$ cat src/rtl/ntt_sched_pkg.sv
// rtl/ntt_sched_pkg.sv - shared constants and FSM encoding for the NTT job scheduler
package ntt_sched_pkg;
  localparam int DEPTH_DEF   = 4;
  localparam int RD_LAT_DEF  = 3;
  localparam int CALC_TO_DEF = 1023;
  localparam int PAIR_W      = 32;

  typedef enum logic [2:0] {
    IDLE    = 3'd0,
    LOAD    = 3'd1,
    START   = 3'd2,
    CALC    = 3'd3,
    DRAIN   = 3'd4,
    RELEASE = 3'd5
  } state_e;
endpackage

$ cat src/rtl/ntt_sched_if.sv
// rtl/ntt_sched_if.sv - requester and core-side signal bundle of the NTT job scheduler
interface ntt_sched_if import ntt_sched_pkg::*; #(
  parameter int DEPTH = DEPTH_DEF
) ();
  logic [1:0]            req;
  logic [1:0]            gnt;
  logic [1:0]            in_valid;
  logic [2*PAIR_W-1:0]   in_data;
  logic [1:0]            in_ready;
  logic                  out_valid;
  logic [PAIR_W-1:0]     out_data;
  logic [DEPTH-1:0]      out_index;
  logic                  busy;
  logic                  err;
  logic                  ntt_set;
  logic                  ntt_rst;
  logic                  ntt_readin;
  logic                  ntt_readout;
  logic                  ntt_cal_en;
  logic [PAIR_W/2-1:0]   ntt_din_1;
  logic [PAIR_W/2-1:0]   ntt_din_2;
  logic [DEPTH-1:0]      ntt_in_index;
  logic                  ntt_done;
  logic [PAIR_W/2-1:0]   ntt_dout_1;
  logic [PAIR_W/2-1:0]   ntt_dout_2;

  modport master (
    input  req, in_valid, in_data, ntt_done, ntt_dout_1, ntt_dout_2,
    output gnt, in_ready, out_valid, out_data, out_index, busy, err,
           ntt_set, ntt_rst, ntt_readin, ntt_readout, ntt_cal_en,
           ntt_din_1, ntt_din_2, ntt_in_index
  );

  modport slave (
    output req, in_valid, in_data, ntt_done, ntt_dout_1, ntt_dout_2,
    input  gnt, in_ready, out_valid, out_data, out_index, busy, err,
           ntt_set, ntt_rst, ntt_readin, ntt_readout, ntt_cal_en,
           ntt_din_1, ntt_din_2, ntt_in_index
  );
endinterface

$ cat src/rtl/ntt_rr_arb.sv
// rtl/ntt_rr_arb.sv - two-way round-robin arbiter; on a tie the requester not granted last wins
module ntt_rr_arb (
  input  logic [1:0] req_i,
  input  logic       last_i,
  output logic [1:0] gnt_o
);
  always_comb begin
    gnt_o = req_i;
    if (req_i == 2'b11) begin
      gnt_o = last_i ? 2'b01 : 2'b10;
    end
  end
endmodule

$ cat src/rtl/ntt_sched.sv
// rtl/ntt_sched.sv - arbitrates two requesters onto one NTT core and sequences load/calc/drain
module ntt_sched import ntt_sched_pkg::*; #(
  parameter int DEPTH   = DEPTH_DEF,
  parameter int RD_LAT  = RD_LAT_DEF,
  parameter int CALC_TO = CALC_TO_DEF
) (
  input  logic        clk,
  input  logic        reset,
  ntt_sched_if.master bus
);
  localparam int HALF = 1 << (DEPTH - 1);
  localparam int DW   = $clog2(RD_LAT + HALF + 1);
  localparam int CW   = $clog2(CALC_TO + 1);
  localparam int HW   = PAIR_W / 2;

  state_e            state_q, state_d;
  logic [1:0]        gnt_q, gnt_d;
  logic              last_q, last_d;
  logic [DEPTH-1:0]  cnt_q, cnt_d;
  logic [DEPTH-1:0]  oidx_q, oidx_d;
  logic [DW-1:0]     drain_q, drain_d;
  logic [CW-1:0]     calc_q, calc_d;
  logic              lowseen_q, lowseen_d;
  logic              err_q, err_d;
  logic              rst_hold_q;
  logic [1:0]        arb_gnt;
  logic [PAIR_W-1:0] sel_pair;
  logic              accept;
  logic              drain_out;

  ntt_rr_arb u_arb (
    .req_i  (bus.req),
    .last_i (last_q),
    .gnt_o  (arb_gnt)
  );

  // Only the granted lane is ever muxed towards the core.
  assign sel_pair  = gnt_q[1] ? bus.in_data[2*PAIR_W-1:PAIR_W] : bus.in_data[PAIR_W-1:0];
  assign accept    = (state_q == LOAD) && |(bus.in_valid & gnt_q);
  assign drain_out = (state_q == DRAIN) && (drain_q >= DW'(RD_LAT));

  always_ff @(posedge clk) begin
    if (reset) begin
      state_q    <= IDLE;
      gnt_q      <= '0;
      last_q     <= 1'b1;
      cnt_q      <= '0;
      oidx_q     <= '0;
      drain_q    <= '0;
      calc_q     <= '0;
      lowseen_q  <= 1'b0;
      err_q      <= 1'b0;
      rst_hold_q <= 1'b1;
    end else begin
      state_q    <= state_d;
      gnt_q      <= gnt_d;
      last_q     <= last_d;
      cnt_q      <= cnt_d;
      oidx_q     <= oidx_d;
      drain_q    <= drain_d;
      calc_q     <= calc_d;
      lowseen_q  <= lowseen_d;
      err_q      <= err_d;
      rst_hold_q <= 1'b0;
    end
  end

  always_comb begin
    state_d   = state_q;
    gnt_d     = gnt_q;
    last_d    = last_q;
    cnt_d     = cnt_q;
    oidx_d    = oidx_q;
    drain_d   = drain_q;
    calc_d    = calc_q;
    lowseen_d = lowseen_q;
    err_d     = err_q;
    unique case (state_q)
      IDLE: begin
        if (|bus.req) begin
          gnt_d   = arb_gnt;
          state_d = LOAD;
        end
      end
      LOAD: begin
        if (accept) begin
          cnt_d = cnt_q + 1'b1;
          if (cnt_q == DEPTH'(HALF - 1)) state_d = START;
        end
      end
      START: state_d = CALC;
      CALC: begin
        // A stale high ntt_done from a previous job must not end this one.
        calc_d = calc_q + 1'b1;
        if (!bus.ntt_done) lowseen_d = 1'b1;
        if (lowseen_q && bus.ntt_done) begin
          state_d = DRAIN;
        end else if (calc_q == CW'(CALC_TO - 1)) begin
          err_d   = 1'b1;
          state_d = RELEASE;
        end
      end
      DRAIN: begin
        drain_d = drain_q + 1'b1;
        if (drain_out) oidx_d = oidx_q + DEPTH'(2);
        if (drain_q == DW'(RD_LAT + HALF - 1)) state_d = RELEASE;
      end
      RELEASE: begin
        gnt_d     = '0;
        last_d    = gnt_q[1];
        cnt_d     = '0;
        oidx_d    = '0;
        drain_d   = '0;
        calc_d    = '0;
        lowseen_d = 1'b0;
        state_d   = IDLE;
      end
      default: state_d = IDLE;
    endcase
  end

  always_comb begin
    bus.gnt          = gnt_q;
    bus.in_ready     = (state_q == LOAD) ? gnt_q : 2'b00;
    bus.busy         = (state_q != IDLE);
    bus.err          = err_q;
    bus.ntt_set      = (state_q != IDLE) && (state_q != RELEASE);
    bus.ntt_rst      = rst_hold_q || (state_q == RELEASE);
    bus.ntt_readin   = (state_q == LOAD);
    bus.ntt_readout  = (state_q == DRAIN);
    bus.ntt_cal_en   = (state_q == START);
    bus.ntt_din_1    = '0;
    bus.ntt_din_2    = '0;
    bus.ntt_in_index = '0;
    if (state_q == LOAD) begin
      bus.ntt_din_1    = sel_pair[PAIR_W-1:HW];
      bus.ntt_din_2    = sel_pair[HW-1:0];
      bus.ntt_in_index = cnt_q << 1;
    end
    bus.out_valid = drain_out;
    bus.out_data  = drain_out ? {bus.ntt_dout_1, bus.ntt_dout_2} : '0;
    bus.out_index = drain_out ? oidx_q : '0;
  end
endmodule

$ cat src/flat_wrapper.sv
// flat-port wrapper written by rule: the top's interface ports become plain ports
module ntt_sched_flat import ntt_sched_pkg::*;
#(
  parameter int DEPTH   = DEPTH_DEF,
  parameter int RD_LAT  = RD_LAT_DEF,
  parameter int CALC_TO = CALC_TO_DEF
)
  (clk, reset, bus_req, bus_in_valid, bus_in_data, bus_ntt_done, bus_ntt_dout_1, bus_ntt_dout_2, bus_gnt, bus_in_ready, bus_out_valid, bus_out_data, bus_out_index, bus_busy, bus_err, bus_ntt_set, bus_ntt_rst, bus_ntt_readin, bus_ntt_readout, bus_ntt_cal_en, bus_ntt_din_1, bus_ntt_din_2, bus_ntt_in_index);
  ntt_sched_if #(.DEPTH(DEPTH)) bus_i ();
  input  logic clk;
  input  logic reset;
  input wire logic [$bits(bus_i.req)-1:0] bus_req;
  input wire logic [$bits(bus_i.in_valid)-1:0] bus_in_valid;
  input wire logic [$bits(bus_i.in_data)-1:0] bus_in_data;
  input wire logic [$bits(bus_i.ntt_done)-1:0] bus_ntt_done;
  input wire logic [$bits(bus_i.ntt_dout_1)-1:0] bus_ntt_dout_1;
  input wire logic [$bits(bus_i.ntt_dout_2)-1:0] bus_ntt_dout_2;
  output wire logic [$bits(bus_i.gnt)-1:0] bus_gnt;
  output wire logic [$bits(bus_i.in_ready)-1:0] bus_in_ready;
  output wire logic [$bits(bus_i.out_valid)-1:0] bus_out_valid;
  output wire logic [$bits(bus_i.out_data)-1:0] bus_out_data;
  output wire logic [$bits(bus_i.out_index)-1:0] bus_out_index;
  output wire logic [$bits(bus_i.busy)-1:0] bus_busy;
  output wire logic [$bits(bus_i.err)-1:0] bus_err;
  output wire logic [$bits(bus_i.ntt_set)-1:0] bus_ntt_set;
  output wire logic [$bits(bus_i.ntt_rst)-1:0] bus_ntt_rst;
  output wire logic [$bits(bus_i.ntt_readin)-1:0] bus_ntt_readin;
  output wire logic [$bits(bus_i.ntt_readout)-1:0] bus_ntt_readout;
  output wire logic [$bits(bus_i.ntt_cal_en)-1:0] bus_ntt_cal_en;
  output wire logic [$bits(bus_i.ntt_din_1)-1:0] bus_ntt_din_1;
  output wire logic [$bits(bus_i.ntt_din_2)-1:0] bus_ntt_din_2;
  output wire logic [$bits(bus_i.ntt_in_index)-1:0] bus_ntt_in_index;
  assign bus_i.req = bus_req;
  assign bus_i.in_valid = bus_in_valid;
  assign bus_i.in_data = bus_in_data;
  assign bus_i.ntt_done = bus_ntt_done;
  assign bus_i.ntt_dout_1 = bus_ntt_dout_1;
  assign bus_i.ntt_dout_2 = bus_ntt_dout_2;
  assign bus_gnt = bus_i.gnt;
  assign bus_in_ready = bus_i.in_ready;
  assign bus_out_valid = bus_i.out_valid;
  assign bus_out_data = bus_i.out_data;
  assign bus_out_index = bus_i.out_index;
  assign bus_busy = bus_i.busy;
  assign bus_err = bus_i.err;
  assign bus_ntt_set = bus_i.ntt_set;
  assign bus_ntt_rst = bus_i.ntt_rst;
  assign bus_ntt_readin = bus_i.ntt_readin;
  assign bus_ntt_readout = bus_i.ntt_readout;
  assign bus_ntt_cal_en = bus_i.ntt_cal_en;
  assign bus_ntt_din_1 = bus_i.ntt_din_1;
  assign bus_ntt_din_2 = bus_i.ntt_din_2;
  assign bus_ntt_in_index = bus_i.ntt_in_index;
  ntt_sched #(.DEPTH(DEPTH), .RD_LAT(RD_LAT), .CALC_TO(CALC_TO)) u_core (.clk(clk), .reset(reset), .bus(bus_i));
endmodule
$ cat config.mk
export PLATFORM = sky130hd
export DESIGN_NAME = ntt_sched_flat
export DESIGN_NICKNAME = d
export VERILOG_FILES = /design/src/rtl/ntt_sched_pkg.sv /design/src/rtl/ntt_sched_if.sv /design/src/rtl/ntt_rr_arb.sv /design/src/rtl/ntt_sched.sv /design/src/flat_wrapper.sv
export SDC_FILE = /design/constraint.sdc
export NUM_CORES = 1
export LEC_CHECK = 0
export CAP_MARGIN = 20
export CORE_MARGIN = 5
export CORE_UTILIZATION = 33
export CTS_CLUSTER_DIAMETER = 120
export CTS_CLUSTER_SIZE = 30
export DETAILED_ROUTE_END_ITERATION = 12
export PLACE_DENSITY_LB_ADDON = 0.25
export SLEW_MARGIN = 20
export SYNTH_ARGS = -nofsm -noshare
export SYNTH_HDL_FRONTEND = slang
export SYNTH_SLANG_ARGS = --single-unit
$ cat constraint.sdc
create_clock -name clk -period 2.4 [get_ports clk]
set_input_delay 0.48 -clock clk [delete_from_list [all_inputs] [get_ports clk]]
set_output_delay 0.48 -clock clk [all_outputs]
set_load 0.005 [all_outputs]
==> results of run 1 <==
-- tightest hold or removal path: cells and delay by family, from the launching register on --
| kind | cells | cell delay [ns] |
|---|---|---|
| DFF | 1 | 0.33 |
| AOI/OAI and AO/OA | 1 | 0.04 |
| and+or+nand+nor | 1 | 0.07 |
-- layout make-up --
| cell class | count | area [sq um] |
|---|---|---|
| fill | 588 | 2172 |
| timing repair buffer | 212 | 2141 |
| tap | 80 | 100.1 |
| multi-input combinational | 245 | 1588 |
| sequential | 30 | 611.8 |
| inverter | 8 | 33.78 |
| clock buffer | 8 | 110.1 |
-- cells by family (layout without fill, tap and decap cells) --
| group | after synthesis | in the layout | synth area share |
|---|---|---|---|
| XOR/XNOR | 3 | 3 | 0.01155 |
| other | 1 | 2 | 0.001648 |
| adder cells (fa/ha/maj) | 6 | 6 | 0.03298 |
| buffers and inverters | 31 | 228 | 0.06102 |
| AO/OA/AOI/OAI | 44 | 44 | 0.1242 |
| flip-flops | 30 | 30 | 0.2639 |
| multiplexers | 36 | 36 | 0.1600 |
| AND/OR/NAND/NOR | 154 | 154 | 0.3447 |
-- cell usage after synthesis, drive strengths merged, types with 4 or more instances --
cell,n
ha,6
clkbuf,12
nand3,4
o21ai,7
nand4,6
and2,41
nor2,54
dfxtp,30
nand3b,5
mux2i,33
nor3,8
inv,8
buf,11
a21oi,16
nand2,19
-- repair_timing --
action                     CTS  global route
cloned                       3             1
setup endpoints to repair   70            39
resized for setup           56            32
setup buffers                8             4
pin swaps                    2             0
-- power by group --
part           internal [mW]  leakage (nW)  switching (mW)
Combinational          0.484          1.98           0.329
Sequential             0.519         0.246          0.0302
Clock                  0.289        0.0575           0.190
Total                   1.29          2.28           0.549
-- sequential cells by signal, summed over array words and instances, names as in the netlist --
name               cells
u_core.bus.err         1
u_core.bus.gnt         2
u_core.calc_q         10
u_core.cnt_q           4
u_core.drain_q         4
u_core.last_q          1
u_core.lowseen_q       1
u_core.oidx_q          3
u_core.rst_hold_q      1
u_core.state_q         3
-- routing by layer --
metal | vias to the layer above | part of all wire | track usage
li1 | 1438 | - | -
met1 | 1308 | 0.39 | 0.2401
met2 | 127 | 0.51 | 0.3785
met3 | 21 | 0.080 | 0.07160
met4 | 0 | 0.027 | 0.08303
met5 | - | 0 | 0
-- final timing paths --
path / endpoint / depth (start not counted) / startpoint / slack [ns]
worst min register to register: u_core.bus.err / 2 / u_core.bus.err / 0.47
worst max register to register: u_core.cnt_q[2] / 6 / u_core.state_q[2] / 0.46
worst max-delay path: bus_ntt_readout / 4 / u_core.state_q[1] / 0.008
worst min-delay path: u_core.bus.err / 2 / u_core.bus.err / 0.47
-- layout by cell type (no fill, tap or decap), types with 16 or more instances in the layout --
master / count
buf_4: 21
dlymetal6s2s_1: 24
clkdlybuf4s50_1: 119
mux2i_1: 33
and2_1: 41
dlygate4sd2_1: 39
a21oi_1: 16
dfxtp_1: 25
nor2_1: 52
nand2_1: 19
==> impl_metrics.toml, run 1 <==
[outcome]
status = "finished, final reports clean"

[clock_network]
clock_latency_ns = 0.28
clkTransAtPathRegs_ns = 0.06
postCtsHoldBufs = 0
clock_sinks = 30
cts_root_buffer = "clkbuf_8"
cts_buffer_depth = 2
cts_made_buffers = 5
cts_max_level = 2
cts_tree = "built"

[synthesis]
synthDominantCellAreaShare = 0.2639
yosysWarnings = 0
synth_edf_count = 0
ys_seq_area_frac = 0.2639
yosys-top-cells-area = "dfxtp_1, mux2i_1, and2_1"
ys_ff_latch = 30
syn-cell-area_sq_mm = 0.002276
synth_area_per_cell_sq_um = 7.462
synth_top_cell_by_area = "dfxtp_1"
synth-main-ff-cell = "dfxtp_1"
yosysUniqueCellTypes = 44
synthCells = 305
postSynth.asyncResetShare = 0

[route]
wl_per_cell_microns = 17.05
via_per_inst = 4.964
dr.pass1.iters = 4
antenna_left = 0
wl_mm = 9.939
drcViolationCount = 0
drt_iter0_drc = 130
vias = 2894

[layout]
antenna_cells = 0
fin_util = 0.6785
area_growth_pct = 101.4
final_cell_area_sq_mm = 0.004584
stdcell_count = 583
drive_gt1_frac = 0.1113
final_nets = 611

[pwr]
power.leakage_nw = 2.279
p_per_area_mw_per_mm2 = 401.7
power.total_mw = 1.841
vdd_drop_max_mv = 0.2033

[place]
place.detailed.hpwl_mm = 7.602
port_buffers = 184
dpl_cell_area_sq_mm = 0.004242
dpl.cell_count = 560
dp_slack_ns = 0.1734
gp_congestion = 0.8958

[sta]
post-route-period-util = 0.9968
relSlewSlack = 0.6628
tns_ns = 0
hold_ws_ns = 0.4722
final_max_slew_viol_count = 0
tightest_slew_ns = 0.5042
period_needed_ns = 2.392
fin_ws_ns = 0.007714
finalHoldViolCount = 0
setup_viol = 0
final.setup_skew_ns = 0.003512
rsz0062_at_grt = "true"
clock.fmax_ghz = 0.4180

[global_routing]
grt_usage = 0.2156
antenna_found_initial = 0
grt_first_pass_wirelength_mm = 14.78
grt_pass1_vias = 2919
grt_remaining_overflow = 0
grt_max_degree = 38

[die]
rows = 30
die_area_sq_mm = 0.008657
start_util = 0.3369
fp.dieW_microns = 93.05
die_h_microns = 93.05
io_pins = 187
coreArea_sq_mm = 0.006756

[setup_path]
path_delay_family = "buffers and inverters"
path_buf_inv = 2
slowest_stage = "clkdlybuf4s50_1"
cp_data_required_time_ns = 1.92
end_kind = "primary output"
start_kind = "flip-flop"
critPathMaxFanout = 12
crit_chain = "nand2b_1 -> buf_4 -> nor2_1 -> clkdlybuf4s50_1"
criticalPathCategory = "flip-flop to primary output"
max_stage_delay_ns = 0.59
worstPathArrival_ns = 1.91

[min_path]
hp-class = "flip-flop to flip-flop"

[job]
drv_cap = 0
(Power assumes the default switching activity.)
==> inputs of run 2 (changes only) <==
ABC_CLOCK_PERIOD_IN_PS = 2400   (was not set)
PLACE_DENSITY = 0.94   (was not set)
PLACE_DENSITY_LB_ADDON = not set   (was 0.25)
==> impl_metrics.toml, run 2 (same netlist as run 1, synthesis figures left out) <==
[layout]
reg_top3 = "u_core.calc_q x10, u_core.cnt_q x4, u_core.drain_q x4"
final_common_cell = "clkdlybuf4s50_1"
max_flop_register = "u_core.calc_q"
final_cell_mix = "clkdlybuf4s50_1, nor2_1, and2_1"
fillers = 546
largest_reg_flops = 10
antenna_cells = 0
final_nets = 609
fin_util = 0.6669
final_cell_area_sq_mm = 0.004506
area_growth_pct = 97.97
drive_gt1_frac = 0.09619
stdcell_count = 579

[setup_path]
critPathMaxFanout = 13
reg2reg_depth = 6
reg2reg_from = "u_core.state_q[0]"
worstPathArrival_ns = 1.91
rrSetupSlack_ns = 0.45
end_kind = "primary output"
timing.rr.end = "u_core.cnt_q[2]"
cp_data_required_time_ns = 1.92
start_kind = "flip-flop"
criticalPathCategory = "flip-flop to primary output"

[sta]
tns_ns = 0
rsz0062_at_grt = "true"
tightest_slew_ns = 0.5667
fin_ws_ns = 0.01097
relSlewSlack = 0.6210
hold_ws_ns = 0.4868
final.setup_skew_ns = 0.004879
finalHoldViolCount = 0
clock.fmax_ghz = 0.4186
setup_viol = 0
final_max_slew_viol_count = 0
period_needed_ns = 2.389
post-route-period-util = 0.9954

[pwr]
power_switching_share = 0.3037
vdd_drop_max_mv = 0.2270
power.leakage_nw = 2.210
pwr-share-comb = 0.466
pwr-share-seq = 0.306
switchingPower_uw = 535.5
p_clk_frac = 0.228
p_per_area_mw_per_mm2 = 391.4
power.total_mw = 1.763
power.internal_mw = 1.228

[route]
drt_iter0_drc = 108
wl_per_cell_microns = 16.76
wl_mm = 9.706
drcViolationCount = 0
via_per_inst = 5.009
vias = 2900
antenna_left = 0
dr.pass1.iters = 4

[clock_network]
cts_made_buffers = 5
clkTransAtPathRegs_ns = 0.06
cts_tree = "built"
clock_sinks = 30
cts_max_level = 2
clock_latency_ns = 0.28
cts_root_buffer = "clkbuf_8"
cts_buffer_depth = 2

[place]
port_buffers = 184
dp_slack_ns = 0.1472
gp_congestion = 0.8048
dpl.cell_count = 559
place.detailed.hpwl_mm = 7.547
dpl_cell_area_sq_mm = 0.004222

[global_routing]
grt_pass1_vias = 2951
grt_remaining_overflow = 0
grt_first_pass_wirelength_mm = 14.52
grt_max_degree = 38
grt_usage = 0.2084
antenna_found_initial = 0

[die]
rows = 30
die_area_sq_mm = 0.008657
io_pins = 187
coreArea_sq_mm = 0.006756
fp.dieW_microns = 93.05
start_util = 0.3369
die_h_microns = 93.05

[outcome]
status = "finished, final reports clean"

[min_path]
hold_depth = 2
hp-class = "flip-flop to flip-flop"
worstHoldStart = "u_core.bus.err"
min_to = "u_core.bus.err"

[job]
drv_cap = 0
## run 2: area by class of cell
cell class / count / area (sq um) / area share
Tap cell: 80 / 100.1 / 0.02222
Timing Repair Buffer: 210 / 2108 / 0.4679
Sequential cell: 30 / 610.6 / 0.1355
Multi-Input combinational cell: 245 / 1570 / 0.3485
Clock buffer: 6 / 82.58 / 0.01833
Inverter: 8 / 33.78 / 0.007498
## run 2: worst max-delay path by stage
| stage | endpoint | slack, ns | from | cells past startpoint |
|---|---|---|---|---|
| after floorplan | bus_out_data[10] | 0.52 | u_core.drain_q[1] | 6 |
| after global placement | bus_out_data[8] | 0.24 | u_core.drain_q[1] | 6 |
| after detailed placement | bus_out_data[1] | 0.15 | u_core.drain_q[1] | 6 |
| after CTS | bus_ntt_din_2[4] | -0.01 | u_core.state_q[0] | 4 |
| after global routing | bus_out_data[18] | -0.05 | u_core.state_q[1] | 6 |
| final | bus_ntt_din_2[1] | 0.01 | u_core.state_q[0] | 4 |
## run 2: critical path, stage by stage (launching register included)
cell and delay, ns:
dfxtp_2 0.35, or3b_4 0.42, clkbuf_16 0.19, nor2_1 0.14, clkdlybuf4s50_1 0.52
## run 2: layer usage
metal,track usage,share of wire,up-vias
li1,-,-,1432
met1,0.2244,0.36,1329
met2,0.3995,0.54,125
met3,0.05390,0.079,14
met4,0.05372,0.016,0
met5,0,0,-
## run 2: power groups by stage
stage / Combinational [mW] / Sequential (mW) / Clock [mW]
after floorplan: 0.312 / 0.545 / 0
after global placement: 0.735 / 0.550 / 0
after detailed placement: 0.759 / 0.551 / 0
after CTS: 0.776 / 0.539 / 0.403
after global routing: 0.883 / 0.544 / 0.428
final: 0.822 / 0.540 / 0.401
## run 2: timing repair
action	CTS	global route
setup endpoints to repair	68	37
cloned	1	1
pin swaps	1	2
setup buffers	5	7
gates resized for setup	52	26
hold buffers	0	0
